<file path="src/rtl/data_mem_access_ctrl_pkg.sv">
// Shared definitions for the EX/MEM data-memory access controller:
// FSM state encoding and default bus widths.
package data_mem_access_ctrl_pkg;

   localparam int DATA_W_DEF = 32;
   localparam int ADDR_W_DEF = 32;

   typedef enum logic [1:0] {
      ST_IDLE = 2'd0,
      ST_REQ  = 2'd1,
      ST_DONE = 2'd2
   } state_t;

endpackage

</file>
<file path="src/rtl/data_mem_access_ctrl_if.sv">
// Data-memory req/ack bus. master = access controller, slave = memory.
// Ports: mem_req/mem_we/mem_addr/mem_wdata (to memory), mem_ack/mem_rdata (from memory).
interface data_mem_access_ctrl_if
   import data_mem_access_ctrl_pkg::*;
#(
   parameter int ADDR_W = ADDR_W_DEF,
   parameter int DATA_W = DATA_W_DEF
);

   logic              mem_req;
   logic              mem_we;
   logic [ADDR_W-1:0] mem_addr;
   logic [DATA_W-1:0] mem_wdata;
   logic              mem_ack;
   logic [DATA_W-1:0] mem_rdata;

   modport master (
      output mem_req, mem_we, mem_addr, mem_wdata,
      input  mem_ack, mem_rdata
   );

   modport slave (
      input  mem_req, mem_we, mem_addr, mem_wdata,
      output mem_ack, mem_rdata
   );

endinterface

</file>
<file path="src/rtl/mem_timeout_counter.sv">
// Counts REQ cycles without an ack; expired marks the last allowed wait cycle.
// Ports: clk, rst, clr (wins over en), en, expired.
module mem_timeout_counter #(
   parameter int TIMEOUT = 255,
   parameter int TO_W    = 8
) (
   input  logic clk,
   input  logic rst,
   input  logic clr,
   input  logic en,
   output logic expired
);

   logic [TO_W-1:0] count;

   assign expired = (count == TO_W'(TIMEOUT - 1));

   always_ff @(posedge clk) begin
      if (rst || clr) begin
         count <= '0;
      end else if (en) begin
         count <= count + 1'b1;
      end
   end

endmodule

</file>
<file path="src/rtl/data_mem_access_ctrl.sv">
// Services the EX/MEM load/store over a req/ack memory bus and owns MemStall.
// Ports: clk, rst, EXMEM_* (access request), MemStall/MEM_ReadData/MemDone/MemErr, mem (bus master).
module data_mem_access_ctrl
   import data_mem_access_ctrl_pkg::*;
#(
   parameter int DATA_W  = DATA_W_DEF,
   parameter int ADDR_W  = ADDR_W_DEF,
   parameter int TIMEOUT = 255,
   parameter int TO_W    = 8
) (
   input  logic              clk,
   input  logic              rst,
   input  logic              EXMEM_MemRead,
   input  logic              EXMEM_MemWrite,
   input  logic [ADDR_W-1:0] EXMEM_Addr,
   input  logic [DATA_W-1:0] EXMEM_WriteData,
   output logic              MemStall,
   output logic [DATA_W-1:0] MEM_ReadData,
   output logic              MemDone,
   output logic              MemErr,
   data_mem_access_ctrl_if.master mem
);

   state_t state, state_nx;
   logic   acc;
   logic   tmo_exp;
   logic   tmo_clr;
   logic   in_req;

   assign acc    = EXMEM_MemRead | EXMEM_MemWrite;
   assign in_req = (state == ST_REQ);
   // Clearing on ack/expiry resets the count on the edge that leaves REQ.
   assign tmo_clr = !in_req || mem.mem_ack || tmo_exp;

   mem_timeout_counter #(
      .TIMEOUT (TIMEOUT),
      .TO_W    (TO_W)
   ) u_tmo (
      .clk     (clk),
      .rst     (rst),
      .clr     (tmo_clr),
      .en      (in_req),
      .expired (tmo_exp)
   );

   always_ff @(posedge clk) begin
      if (rst) begin
         state <= ST_IDLE;
      end else begin
         state <= state_nx;
      end
   end

   always_comb begin
      state_nx = state;
      MemStall = 1'b0;
      unique case (state)
         ST_IDLE: begin
            MemStall = acc;
            if (acc) state_nx = ST_REQ;
         end
         ST_REQ: begin
            MemStall = 1'b1;
            if (mem.mem_ack || tmo_exp) state_nx = ST_DONE;
         end
         ST_DONE: begin
            state_nx = ST_IDLE;
         end
         default: begin
            state_nx = ST_IDLE;
         end
      endcase
   end

   always_ff @(posedge clk) begin
      if (rst) begin
         mem.mem_req   <= 1'b0;
         mem.mem_we    <= 1'b0;
         mem.mem_addr  <= '0;
         mem.mem_wdata <= '0;
         MEM_ReadData  <= '0;
         MemDone       <= 1'b0;
         MemErr        <= 1'b0;
      end else begin
         MemDone <= 1'b0;
         MemErr  <= 1'b0;
         unique case (state)
            ST_IDLE: begin
               // Read+write together resolves to a write.
               if (acc) begin
                  mem.mem_req   <= 1'b1;
                  mem.mem_we    <= EXMEM_MemWrite;
                  mem.mem_addr  <= EXMEM_Addr;
                  mem.mem_wdata <= EXMEM_WriteData;
               end
            end
            ST_REQ: begin
               if (mem.mem_ack) begin
                  mem.mem_req <= 1'b0;
                  if (!mem.mem_we) MEM_ReadData <= mem.mem_rdata;
                  MemDone <= 1'b1;
               end else if (tmo_exp) begin
                  mem.mem_req <= 1'b0;
                  if (!mem.mem_we) MEM_ReadData <= '0;
                  MemDone <= 1'b1;
                  MemErr  <= 1'b1;
               end
            end
            default: begin
            end
         endcase
      end
   end

endmodule

</file>
<file path="src/flat_wrapper.sv">
// flat-port wrapper written by rule: the top's interface ports become plain ports
module data_mem_access_ctrl_flat import data_mem_access_ctrl_pkg::*;
#(
   parameter int DATA_W  = DATA_W_DEF,
   parameter int ADDR_W  = ADDR_W_DEF,
   parameter int TIMEOUT = 255,
   parameter int TO_W    = 8
)
  (clk, rst, EXMEM_MemRead, EXMEM_MemWrite, EXMEM_Addr, EXMEM_WriteData, MemStall, MEM_ReadData, MemDone, MemErr, mem_mem_req, mem_mem_we, mem_mem_addr, mem_mem_wdata, mem_mem_ack, mem_mem_rdata);
  data_mem_access_ctrl_if #(.ADDR_W(ADDR_W), .DATA_W(DATA_W)) mem_i ();
  input  logic clk;
  input  logic rst;
  input  logic EXMEM_MemRead;
  input  logic EXMEM_MemWrite;
  input  logic [ADDR_W-1:0] EXMEM_Addr;
  input  logic [DATA_W-1:0] EXMEM_WriteData;
  output logic MemStall;
  output logic [DATA_W-1:0] MEM_ReadData;
  output logic MemDone;
  output logic MemErr;
  output wire logic [$bits(mem_i.mem_req)-1:0] mem_mem_req;
  output wire logic [$bits(mem_i.mem_we)-1:0] mem_mem_we;
  output wire logic [$bits(mem_i.mem_addr)-1:0] mem_mem_addr;
  output wire logic [$bits(mem_i.mem_wdata)-1:0] mem_mem_wdata;
  input wire logic [$bits(mem_i.mem_ack)-1:0] mem_mem_ack;
  input wire logic [$bits(mem_i.mem_rdata)-1:0] mem_mem_rdata;
  assign mem_mem_req = mem_i.mem_req;
  assign mem_mem_we = mem_i.mem_we;
  assign mem_mem_addr = mem_i.mem_addr;
  assign mem_mem_wdata = mem_i.mem_wdata;
  assign mem_i.mem_ack = mem_mem_ack;
  assign mem_i.mem_rdata = mem_mem_rdata;
  data_mem_access_ctrl #(.DATA_W(DATA_W), .ADDR_W(ADDR_W), .TIMEOUT(TIMEOUT), .TO_W(TO_W)) u_core (.clk(clk), .rst(rst), .EXMEM_MemRead(EXMEM_MemRead), .EXMEM_MemWrite(EXMEM_MemWrite), .EXMEM_Addr(EXMEM_Addr), .EXMEM_WriteData(EXMEM_WriteData), .MemStall(MemStall), .MEM_ReadData(MEM_ReadData), .MemDone(MemDone), .MemErr(MemErr), .mem(mem_i));
endmodule
</file>
<file path="config.mk">
export PLATFORM = sky130hd
export DESIGN_NAME = data_mem_access_ctrl_flat
export DESIGN_NICKNAME = d
export VERILOG_FILES = /design/src/rtl/data_mem_access_ctrl_pkg.sv /design/src/rtl/data_mem_access_ctrl_if.sv /design/src/rtl/mem_timeout_counter.sv /design/src/rtl/data_mem_access_ctrl.sv /design/src/flat_wrapper.sv
export SDC_FILE = /design/constraint.sdc
export NUM_CORES = 1
export LEC_CHECK = 0
export CORE_MARGIN = 2
export CORE_UTILIZATION = 40
export DETAILED_ROUTE_END_ITERATION = 8
export PLACE_DENSITY = 0.8
export SKIP_LAST_GASP = 1
export SLEW_MARGIN = 5
export SYNTH_ARGS = -nofsm -noshare
export SYNTH_HDL_FRONTEND = slang
export SYNTH_HIERARCHICAL = 1
export SYNTH_SLANG_ARGS = --single-unit
</file>
<file path="constraint.sdc">
create_clock -name clk -period 5.8 [get_ports clk]
set_input_delay 1.16 -clock clk [delete_from_list [all_inputs] [get_ports clk]]
set_output_delay 1.16 -clock clk [all_outputs]
set_load 0.005 [all_outputs]
</file>
* After elaboration in Yosys (flattened, before gate mapping)
Index checks and enable logic that the tools add are counted.
** Word-level totals
- Bits of input ports :: 101
- Bits in registers :: 110
- Output and inout port bits :: 101
- Logic and storage cells :: 46
** Cells by class
- Mux-type cells :: 14
- $add $sub $neg :: 1
- Bitwise logic cells :: 3
- Reduce and logical (&&, ||, !) cells :: 14
- Equality and inequality tests :: 5
** Operator list (count)
- 32-bit two-way mux :: 4
- 8-bit by 1-bit adder with 8-bit output (second input constant) :: 1
- 8-bit equality test (second input constant) :: 1
- 3-bit AND reduction :: 2
- 1-bit two-way mux :: 5
- 1-bit logical OR :: 4
- 2-bit two-way mux :: 2
- 1-bit case mux with 2 select lines :: 2
- 2-bit case mux with 2 select lines :: 1
- 2-bit AND reduction :: 2
- 2-bit nonzero test :: 2
- 3-bit by 2-bit inequality test with 1-bit output (second input constant) :: 1
- 3-bit OR reduction :: 1
- 2-bit by 1-bit equality test with 1-bit output (second input constant) :: 1
- 2-bit zero test :: 1
- 2-bit by 1-bit inequality test with 1-bit output (second input constant) :: 1
- 2-bit inequality test (second input constant) :: 1
- 1-bit NOT :: 2
- 2-bit OR reduction :: 1
- 1-bit zero test :: 1
- 1-bit bitwise OR :: 1

* Logic depth before layout (Yosys ltp)
- Word-level depth :: 5
- Depth in mapped cells :: 10
- Gate-level depth less buffers :: 8

* Hierarchy
Netlist, hierarchy kept.
** Modules (own cells, without submodules)
- data_mem_access_ctrl :: times used 1, area an instance 3867.5 µm², cells each 464
- mem_timeout_counter :: times used 1, area an instance 369.1 µm², cells each 42

* Worst setup path before layout
OpenSTA, ideal clock, no wires.
- Kind :: input to output
- Start :: input EXMEM_MemWrite
- End :: output MemStall
- Stages on the path :: 5
- Buffers on the path :: 2
- Setup slack :: 2.729 ns
- Data arrival time :: 1.911 ns
- Required time :: 4.640 ns
- Path through :: or2_2 -> buf_4 -> buf_2 -> nor2_1 -> nor2_1
** On the way
- Word-level cells in the longest chain between the ends :: 2
** Ends and longest elaborated chain
- start: declaration :: RTL line flat_wrapper.sv:14 : input logic EXMEM_MemWrite;
- 1-bit bitwise OR :: RTL line data_mem_access_ctrl.sv:30 : assign acc = EXMEM_MemRead | EXMEM_MemWrite;
- 1-bit case mux with 2 select lines :: RTL line data_mem_access_ctrl.sv:57 : unique case (state)
- end: declaration :: RTL line flat_wrapper.sv:17 : output logic MemStall;
No other way between the ends.

* Worst setup path in the final report
Ends and elaborated chain as after synthesis.

==> impl_metrics.tcl <==
set metrics [dict create \
    rows 37 \
    yosysTopAreaCell "dfxtp_1" \
    ys_warn_count 6 \
    power_density_mw_per_mm2 257 \
    htree_levels 3 \
    hold_path_class "flop to flop" \
    chipHeight_um 107 \
    hpwl_um 8300 \
    dieArea_mm2 0.0114 \
    synth_area_leaders "dfxtp_1, a21oi_1, nand3_1" \
    netlist_area_mm2 0.00424 \
    drive_above_1_share 0.0461 \
    period_share 0.657 \
    synth-async-reset-ratio 0 \
    num_vias 4323 \
    grt_max_degree 104 \
    cp-start-kind "input pin" \
    swShare 0.264 \
    grt-ovfl-total 0 \
    relSlewSlack 0.160 \
    dp_cells 792 \
    cts_max_path_buffers 2 \
    ys_ff_latch 110 \
    finalMaxSlewViolations 0 \
    antenna_found_initial 0 \
    grt_util_all_layers 0.214 \
    critPathArrivalTime_ps 2650 \
    dieWidth_um 107 \
    routed_wirelength_um 12700 \
    power.leakage_nw 2.19 \
    fin_cells 808 \
    drtIter0Drc 347 \
    synth_most_common_cell "dfxtp_1" \
    synth.avg_cell_area_um2 8.37 \
    ant_nets 0 \
    clock-sinks 110 \
    dpl_worst_slack_ps 1980 \
    start_util 0.410 \
    setup_violations 0 \
    drc_errors 0 \
    synth_top_area_frac 0.520 \
    clock_skew_ps 15.2 \
    final.setup.tns_ps 0 \
    tightest_slew_ps 1260 \
    crit_path_end_kind "primary output" \
    areaGrowthSynthToFinish_pct 51.4 \
    comb_power_share 0.201 \
    portBuffers 201 \
    synth_nets 609 \
    synth_common_cells "dfxtp_1, a21oi_1, nand3_1" \
    crit_type "input pin to primary output" \
    ir_worst_vdd_mv 0.169 \
    power.share.clock 0.296 \
    post-cts-setup-buffers 0 \
    seq_area_frac_synth 0.520 \
    rsz0062_at_grt "false" \
    cts_tree "yes" \
    clk_latency_ps 360 \
    n_antenna_cell 0 \
    cts.repair.resized 0 \
    status "finished, final reports clean" \
    wl_per_cell_um 15.7 \
    ios 202 \
    clk_pin_slew_ps 100 \
    ys_types 31 \
    fillerInstances 913 \
    synth_edf_count 0 \
    worst_slack_ps 1990 \
    synth_cells 506 \
    cp_max_fo 3 \
    pwr-share-seq 0.503 \
    grt_pass1_vias 4165 \
    cts_hold_buf 0 \
    fin_util 0.621 \
    first_pass_iters 5 \
    period_minus_slack_ps 3810 \
    synth_flop_cell "dfxtp_1" \
    cts_root_buf "clkbuf_8" \
    fmax_mhz 262 \
    crit_required_ps 4640 \
    avgViaCountPerCell 5.35 \
    p_switching_w 0.000434 \
    maxCapViolations 0 \
    fin_nets 770 \
    coreArea_mm2 0.0103 \
    hold_viol_final 0 \
    numCtsBuffers 9 \
    place_congestion 0.739 \
    grt_pass1_wl_um 20100 \
    internal_power_w 0.00121 \
]
==> final timing paths <==
check | to | cells past startpoint | start | slack, ps
worst max-delay path | MemStall | 5 | EXMEM_MemWrite | 1990
worst min-delay path | u_core/MEM_ReadData[0] | 2 | u_core/MEM_ReadData[0] | 480
worst max register to register | u_core/u_tmo/count[1] | 8 | u_core/u_tmo/count[0] | 3510
worst min register to register | u_core/MEM_ReadData[0] | 2 | u_core/MEM_ReadData[0] | 480
==> registers in the layout, summed over array words and instances (netlist names) <==
signal / cells
u_core/mem.mem_req: 1
u_core/mem.mem_we: 1
u_core/mem.mem_addr: 32
u_core/mem.mem_wdata: 32
u_core/u_tmo/count: 8
u_core/MemErr: 1
u_core/MEM_ReadData: 32
u_core/state: 2
u_core/MemDone: 1
==> per-stage QoR <==
step           cell area [um^2]  hold slack (ps)  total power, W
2_1_floorplan              4240              452        0.000988
3_3_place_gp               6190              456         0.00116
3_5_place_dp               6190              465         0.00117
4_1_cts                    6410              480         0.00166
5_1_grt                    6410              502         0.00173
6_report                   6410              481         0.00165
==> power by group through the flow <==
| stage | logic [W] | clock network [W] | registers, W |
|---|---|---|---|
| floorplan | 0.000141 | 0 | 0.000847 |
| global placement | 0.000323 | 0 | 0.000842 |
| detailed placement | 0.000329 | 0 | 0.000845 |
| CTS | 0.000331 | 0.000501 | 0.000828 |
| global route | 0.000359 | 0.000535 | 0.000834 |
| finish | 0.000331 | 0.000487 | 0.000828 |
==> critical path: stages <==
cell	delay (ps)
clkdlybuf4s50_1	470
or2_2	350
nor2_1	90
nor2_1	40
clkdlybuf4s50_1	530
==> final cells by class <==
type                            instances  area, um^2  area share
Tap cell                              136         170      0.0265
Inverter                                2        7.51     0.00117
Sequential cell                       110        2200       0.343
Clock inverter                          5        66.3      0.0103
Timing Repair Buffer                  204        2030       0.317
Multi-Input combinational cell        340        1780       0.278
Clock buffer                           11         151      0.0236
==> logic make-up (layout without fill, tap and decap cells) <==
family / Yosys count / count (layout) / share of synthesized area
AND/OR/NAND/NOR: 130 / 130 / 0.159
AO/OA/AOI/OAI: 204 / 204 / 0.242
adder cells (fa/ha/maj): 2 / 2 / 0.00591
flip-flops: 110 / 110 / 0.520
buffers and inverters: 56 / 222 / 0.0644
XOR/XNOR: 4 / 4 / 0.00827
==> placed cells by master, fill, tap and decap left out, types with 2 or more instances in the layout <==
master	instances
clkdlybuf4s50_1	200
dfxtp_1	110
a21oi_1	102
nand3_1	98
o21ai_0	61
o21ai_1	39
clkbuf_8	11
nor2_1	7
nand2_1	6
buf_4	4
or2_2	3
nor2_4	3
nor3_1	3
xor2_1	3
clkinv_4	2
inv_1	2
nand4_1	2
or3_2	2
ha_1	2
==> layer usage <==
metal  wire length [um]  vias to the layer above  global-route usage
li1                   -                     2127                   -
met1               5110                     1999               0.267
met2               6140                      172               0.348
met3               1050                       25              0.0638
met4                376                        0              0.0807
met5                  0                        -                   0
Note: power is estimated with default switching activity, not from simulation.
